--- src/rtl/clk_period_monitor.sv ---
// Slow-clock health monitor: measures period/high time of clk_in in clk80 cycles, reports lock, period error and stall.
// Optional high-time window check enabled by defining CLK_MON_DUTY_CHECK_EN.
module clk_period_monitor #(
  parameter int CNT_W      = 8,
  parameter int NOM_PERIOD = 40,
  parameter int NOM_HIGH   = 19,
  parameter int TOL        = 2,
  parameter int LOCK_CNT   = 4,
  parameter int TIMEOUT    = 200
) (
  input  logic             clk80,
  input  logic             reset,
  input  logic             clk_in,
  output logic [CNT_W-1:0] period_out,
  output logic [CNT_W-1:0] high_out,
  output logic             meas_valid,
  output logic             locked,
  output logic             err_period,
  output logic             stalled,
  output logic             err_duty
);

  localparam int GOOD_W = $clog2(LOCK_CNT + 1);
  localparam logic [CNT_W-1:0]  PER_MIN   = CNT_W'(NOM_PERIOD - TOL);
  localparam logic [CNT_W-1:0]  PER_MAX   = CNT_W'(NOM_PERIOD + TOL);
  localparam logic [CNT_W-1:0]  HIGH_MIN  = CNT_W'(NOM_HIGH - TOL);
  localparam logic [CNT_W-1:0]  HIGH_MAX  = CNT_W'(NOM_HIGH + TOL);
  localparam logic [CNT_W-1:0]  TIMEOUT_C = CNT_W'(TIMEOUT);
  localparam logic [CNT_W-1:0]  ONE       = CNT_W'(1);
  localparam logic [GOOD_W-1:0] LOCK_N    = GOOD_W'(LOCK_CNT);
`ifdef CLK_MON_DUTY_CHECK_EN
  localparam logic DUTY_CHK = 1'b1;
`else
  localparam logic DUTY_CHK = 1'b0;
`endif

  typedef enum logic [1:0] {S_IDLE, S_HIGH, S_LOW} state_t;

  state_t            r_state;
  logic              r_sync1, r_sync2, r_prev;
  logic [CNT_W-1:0]  r_phase_cnt;
  logic [CNT_W-1:0]  r_hi_lat;
  logic [GOOD_W-1:0] r_good_cnt;
  logic [CNT_W-1:0]  r_period, r_high;
  logic              r_meas_valid, r_locked, r_err_period, r_stalled, r_err_duty;

  logic              w_rise, w_fall, w_edge;
  logic [CNT_W:0]    w_sum;
  logic [CNT_W-1:0]  w_period, w_phase_inc;
  logic              w_per_ok, w_high_ok, w_duty_bad, w_meas_good;
  logic [GOOD_W-1:0] w_good_inc;

  assign w_rise      = r_sync2 & ~r_prev;
  assign w_fall      = ~r_sync2 & r_prev;
  assign w_edge      = (r_state == S_HIGH) ? w_fall : w_rise;
  assign w_sum       = {1'b0, r_hi_lat} + {1'b0, r_phase_cnt};
  assign w_period    = w_sum[CNT_W] ? '1 : w_sum[CNT_W-1:0];
  assign w_phase_inc = (&r_phase_cnt) ? r_phase_cnt : r_phase_cnt + ONE;
  assign w_per_ok    = (w_period >= PER_MIN) && (w_period <= PER_MAX);
  assign w_high_ok   = (r_hi_lat >= HIGH_MIN) && (r_hi_lat <= HIGH_MAX);
  assign w_duty_bad  = DUTY_CHK & ~w_high_ok;
  assign w_meas_good = w_per_ok & ~w_duty_bad;
  assign w_good_inc  = (r_good_cnt == LOCK_N) ? LOCK_N : r_good_cnt + 1'b1;

  always_ff @(posedge clk80 or negedge reset) begin
    if (!reset) begin
      r_state      <= S_IDLE;
      r_sync1      <= 1'b0;
      r_sync2      <= 1'b0;
      r_prev       <= 1'b0;
      r_phase_cnt  <= '0;
      r_hi_lat     <= '0;
      r_good_cnt   <= '0;
      r_period     <= '0;
      r_high       <= '0;
      r_meas_valid <= 1'b0;
      r_locked     <= 1'b0;
      r_err_period <= 1'b0;
      r_stalled    <= 1'b0;
      r_err_duty   <= 1'b0;
    end else begin
      r_sync1      <= clk_in;
      r_sync2      <= r_sync1;
      r_prev       <= r_sync2;
      r_meas_valid <= 1'b0;
      r_err_period <= 1'b0;
      r_err_duty   <= 1'b0;
      case (r_state)
        S_IDLE: begin
          if (w_rise) begin
            r_phase_cnt <= ONE;
            r_stalled   <= 1'b0;
            r_state     <= S_HIGH;
          end
        end
        S_HIGH, S_LOW: begin
          // An edge arriving in the timeout cycle still wins over the stall.
          if (w_edge && r_state == S_HIGH) begin
            r_hi_lat    <= r_phase_cnt;
            r_phase_cnt <= ONE;
            r_state     <= S_LOW;
          end else if (w_edge) begin
            r_period     <= w_period;
            r_high       <= r_hi_lat;
            r_meas_valid <= 1'b1;
            r_err_period <= ~w_per_ok;
            r_err_duty   <= w_duty_bad;
            r_phase_cnt  <= ONE;
            r_state      <= S_HIGH;
            if (w_meas_good) begin
              r_good_cnt <= w_good_inc;
              r_locked   <= (w_good_inc == LOCK_N);
            end else begin
              r_good_cnt <= '0;
              r_locked   <= 1'b0;
            end
          end else if (r_phase_cnt >= TIMEOUT_C) begin
            r_stalled  <= 1'b1;
            r_locked   <= 1'b0;
            r_good_cnt <= '0;
            r_state    <= S_IDLE;
          end else begin
            r_phase_cnt <= w_phase_inc;
          end
        end
        default: r_state <= S_IDLE;
      endcase
    end
  end

  assign period_out = r_period;
  assign high_out   = r_high;
  assign meas_valid = r_meas_valid;
  assign locked     = r_locked;
  assign err_period = r_err_period;
  assign stalled    = r_stalled;
  assign err_duty   = r_err_duty;

endmodule

--- config.mk ---
export PLATFORM = sky130hd
export DESIGN_NAME = clk_period_monitor
export DESIGN_NICKNAME = d
export VERILOG_FILES = /design/src/rtl/clk_period_monitor.sv
export SDC_FILE = /design/constraint.sdc
export NUM_CORES = 1
export LEC_CHECK = 0
export ABC_CLOCK_PERIOD_IN_PS = 5300
export CAP_MARGIN = 40
export CORE_MARGIN = 2
export CORE_UTILIZATION = 40
export DETAILED_ROUTE_END_ITERATION = 7
export DONT_BUFFER_PORTS = 1
export HOLD_SLACK_MARGIN = 0.15
export PLACE_DENSITY = 0.57
export SLEW_MARGIN = 20
export SYNTH_ARGS = -nofsm -noshare
export SYNTH_HDL_FRONTEND = slang
export SYNTH_SLANG_ARGS = --single-unit
--- constraint.sdc ---
create_clock -name clk80 -period 5.3 [get_ports clk80]
set_input_delay 1.06 -clock clk80 [delete_from_list [all_inputs] [get_ports clk80]]
set_output_delay 1.06 -clock clk80 [all_outputs]
set_load 0.03 [all_outputs]
# Word-level counts from Yosys, hierarchy flattened
# Index checks and enable logic that the tools add are counted.
[totals] regBits=44 output_inout_bits=21 wordCells=80 in_bits=3
[op_classes] mux=31 magnitude_cmp=3 n_reduce_logical=13 n_eq_ne=11 n_bitwise=6 addsub=3
[op_table] cell="two-way mux 8 bit" n=6
[op_table] cell="one-hot mux 8 bit (2 select lines)" n=1
[op_table] cell="two-way mux 1 bit" n=14
[op_table] cell="two-way mux 3 bit" n=4
[op_table] cell="!= test 4 bit, second input constant" n=3
[op_table] cell="adder 8 x 8 -> 9 bit" n=1
[op_table] cell="adder 8 x 1 -> 8 bit, second input constant" n=1
[op_table] cell="greater-or-equal comparator 8 x 6 -> 1 bit, second input constant" n=1
[op_table] cell="greater-or-equal comparator 8 bit, second input constant" n=1
[op_table] cell="less-or-equal comparator 8 x 6 -> 1 bit, second input constant" n=1
[op_table] cell="two-way mux 2 bit" n=4
[op_table] cell="!= test 2 bit, second input constant" n=4
[op_table] cell="AND reduction 8 bit" n=1
[op_table] cell="equality test 3 bit, second input constant" n=2
[op_table] cell="AND reduction 3 bit" n=2
[op_table] cell="AND reduction 5 bit" n=1
[op_table] cell="NOT 1 bit" n=4
[op_table] cell="one-hot mux 2 bit (2 select lines)" n=1
[op_table] cell="AND reduction 2 bit" n=2
[op_table] cell="AND reduction 4 bit" n=1
[op_table] cell="nonzero test 2 bit" n=2
[op_table] cell="adder 3 x 1 -> 3 bit, second input constant" n=1
[op_table] cell="bitwise AND 1 bit" n=2
[op_table] cell="equality test 2 x 1 -> 1 bit, second input constant" n=1
[op_table] cell="other kinds (5)" n=6

# Logic depth before layout (Yosys ltp)
[logic_depth] word_depth=8 depth_mapped=8 depth_no_buf=8

# Worst setup path before layout
# No wires, ideal clock.
[synth_timing] path_kind="register -> register" from="reg r_phase_cnt[0]" to="reg r_good_cnt[1]" arrival_ns=2.291 synth_period_minus_slack_ns=2.412 slack_ns=2.888 t_required_ns=5.179 path_stages_with_launch=9 path_cell_list="dfrtp_1 > ha_1 > fa_1 > a21oi_1 > o211a_1 > mux2_2 > and4_4 > and3_4 > a32o_2"
[synth_via] elab_chain_len=6
[synth_rtl] item="from (decl)" line_no="41" source="logic [CNT_W-1:0] r_phase_cnt;"
[synth_rtl] item="from (signal assigned)" line_no="123" source="r_phase_cnt <= w_phase_inc;"
[synth_rtl] item="adder 8 x 8 -> 9 bit" line_no="56" source="assign w_sum = {1'b0, r_hi_lat} + {1'b0, r_phase_cnt};"
[synth_rtl] item="two-way mux 8 bit" line_no="57" source="assign w_period = w_sum[CNT_W] ? '1 : w_sum[CNT_W-1:0];"
[synth_rtl] item="greater-or-equal comparator 8 x 6 -> 1 bit / less-or-equal comparator 8 x 6 -> 1 bit (equally long branches)" line_no="59" source="assign w_per_ok = (w_period >= PER_MIN) && (w_period <= PER_MAX);"
[synth_rtl] item="logical AND 1 bit" line_no="59"
[synth_rtl] item="two-way mux 3 bit" line_no="110" source="if (w_meas_good) begin"
[synth_rtl] item="two-way mux 3 bit" line_no="102" source="end else if (w_edge) begin"
[synth_rtl] item="to (signal assigned)" line_no="111" source="r_good_cnt <= w_good_inc;"
[synth_rtl] item="to (decl)" line_no="43" source="logic [GOOD_W-1:0] r_good_cnt;"
# Several ways; a longest one is shown, not always the timed one.
# A chain may end at the register's enable or synchronous reset.

# Worst setup path in the final report
# Ends and elaborated chain as after synthesis.

==> results.toml <==
[finish]
fin_cells = 314
fin_nets = 257
final_area_um2 = 2560
multiInputGateArea_um2 = 1210
layout-drive-gt1-share_pct = 12.1
seqCellArea_um2 = 1100
diodes = 0
area_delta_synth_final_pct = 7.96
fill_cells = 582

[clock_network]
cts_resized = 0
cts_tree = "yes"
post_cts_buffers = 0
path_clk_slew_ps = 80
cts_buffer_depth = 2
cts_made_buffers = 5
postCtsHoldBufs = 0
root_buffer = "clkbuf_8"
clock_latency_ps = 300
htreeDepth = 2
cts_sinks = 44

[logic_synthesis]
synth_commonest_cells = "dfrtp_1, a21oi_1, o21ai_0, nor2_1, mux2_2"
synth_seq_cells = 44
yosys_most_used_dff = "dfrtp_1"
syn_area_um2 = 2370
synth-edff-count = 0
syn_avg_cell_area_um2 = 10.1
ys_seq_area_share_pct = 46.4
synth.top_cell.area_share_pct = 46.4
syn_nets = 254
synth_top_area_cell = "dfrtp_1"
yosys_warnings = 0
yosysMostFrequentCell = "dfrtp_1"
async_reset_ff_share_pct = 100
yosysUniqueCellTypes = 46
netlist_instances = 235
yosys-top-cells-area = "dfrtp_1, ha_1, mux2_2"

[die]
core_area_um2 = 5820
start_util_pct = 40.8
ios = 24
die_h_um = 81.1
chipWidth_um = 81.1
dieArea_um2 = 6570
rows = 28

[detailed_routing]
avgViaCountPerCell = 5.45
vias = 1712
drt_pre_antenna_iters = 4
drcViolationCount = 0
drtIter0Drc = 156
wl_per_cell_um = 15.0
drt_wl_total_um = 4720
ant_nets = 0

[place]
dp.cells = 306
hpwl_um = 3390
gp_congestion = 0.830
dpl_cell_area_um2 = 2460
io_buffers = 0

[worst_setup_path]
cp_max_fo = 5
cp-end-kind = "register"
startpoint_type = "register"
criticalPathCategory = "reg2reg"
crit_required_ps = 5490
cp.arrival_ps = 2770
crit_start = "r_phase_cnt[0]"
r2r_start = "r_phase_cnt[0]"

[grt]
grt_max_degree = 45
grt_pass1_wl_um = 8060
antenna_found_initial = 0
grt_use_total_pct = 16.0
overflow = 0
grt_pass1_vias = 1623

[timing]
skew_ps = 6.59
final_hold_viol_count = 0
tns_ps = 0
period_share_pct = 48.6
tightest_slew_ps = 728
rsz0062_at_grt = "no"
final-setup-viol-count = 0
maxSlewHeadroom_pct = 50.8
maxSlewViolCount = 0
max_freq_mhz = 389
period_minus_slack_ps = 2570

[worst_hold_path]
hold_start = "r_sync1"
hold_class = "reg2reg"

[pwr]
p_leak_nw = 1.22
powerDensity_nw_per_um2 = 469
power.total_w = 0.00120
vdd_drop_max_mv = 0.173

[run_status]
outcome = "finished, final reports clean"

[job]
maxCapViolations = 0
==> layer usage <==
layer  part of all wire [%]  global-route usage (%)
met1                     50                    22.3
met2                     44                    23.9
met3                    3.9                    4.44
met4                    1.9                    5.42
met5                      0                       0
==> critical path, stage by stage (launching register included) <==
cell,delay [ps]
dfrtp_1,430
ha_1,260
fa_1,420
a21oi_1,170
o211a_1,220
mux2_2,350
and4_4,180
and3_4,190
a32o_2,250
==> metrics by stage <==
| step | utilization, % | hold slack (ps) | setup WS [ps] |
|---|---|---|---|
| after global placement | 42.2 | 333 | 2790 |
| after floorplan | - | 331 | 2890 |
| after detailed placement | 42.2 | 337 | 2780 |
| after CTS | 44.1 | 356 | 2730 |
| after global routing | 44.1 | 371 | 2580 |
| final | 44.1 | 351 | 2730 |
==> power by group <==
| part | internal (W) | total, W | switching [W] |
|---|---|---|---|
| Clock | 0.000140 | 0.000255 | 0.000115 |
| Combinational | 0.000159 | 0.000386 | 0.000228 |
| Sequential | 0.000409 | 0.000562 | 0.000153 |
==> cells by family after synthesis <==
group                    Yosys count  synth area share, %
XOR/XNOR                           2                0.738
AND/OR/NAND/NOR                   73                 16.4
adder cells (fa/ha/maj)           16                 8.75
other                              1                0.158
AO/OA/AOI/OAI                     67                 17.2
flip-flops                        44                 46.4
multiplexers                      16                 7.59
buffers and inverters             16                 2.79
==> flip-flops by register name, summed over array words and instances, names as in the netlist <==
name / cells
r_phase_cnt: 8
stalled: 1
period_out: 8
r_sync2: 1
r_sync1: 1
r_hi_lat: 8
high_out: 8
err_period: 1
r_state: 2
meas_valid: 1
r_good_cnt: 3
locked: 1
r_prev: 1
==> cells in the final DEF (no fill, tap or decap), types with 5 or more instances in the layout <==
| cell | Yosys | final |
|---|---|---|
| a21oi_1 | 24 | 24 |
| and3_1 | 7 | 7 |
| clkbuf_8 | 0 | 5 |
| dfrtp_1 | 44 | 44 |
| ha_1 | 15 | 15 |
| inv_1 | 11 | 11 |
| mux2_2 | 16 | 16 |
| nand2_1 | 12 | 12 |
| nand2b_1 | 6 | 6 |
| nand3_1 | 10 | 10 |
| nor2_1 | 20 | 20 |
| o21ai_0 | 21 | 21 |
==> final cells by class <==
| cell class | count | share of cell area (%) |
|---|---|---|
| clock buffers | 6 | 2.83 |
| clock inverters | 2 | 1.37 |
| inverters | 11 | 1.61 |
| multi-input cells | 175 | 47.3 |
| flip-flops and latches | 44 | 42.9 |
| well taps | 75 | 3.66 |
| repair buffers | 1 | 0.293 |
==> path summary, 6_finish.rpt <==
kind                       slack (ps)              to  cells past startpoint
max in group asynchronous        4770  r_phase_cnt[2]                      0
min                               350         r_sync2                      0
min in group asynchronous         450          locked                      0
max                              2730   r_good_cnt[1]                      8
max reg2reg                      2730   r_good_cnt[1]                      8
min reg2reg                       350         r_sync2                      0
(Power assumes the default switching activity.)
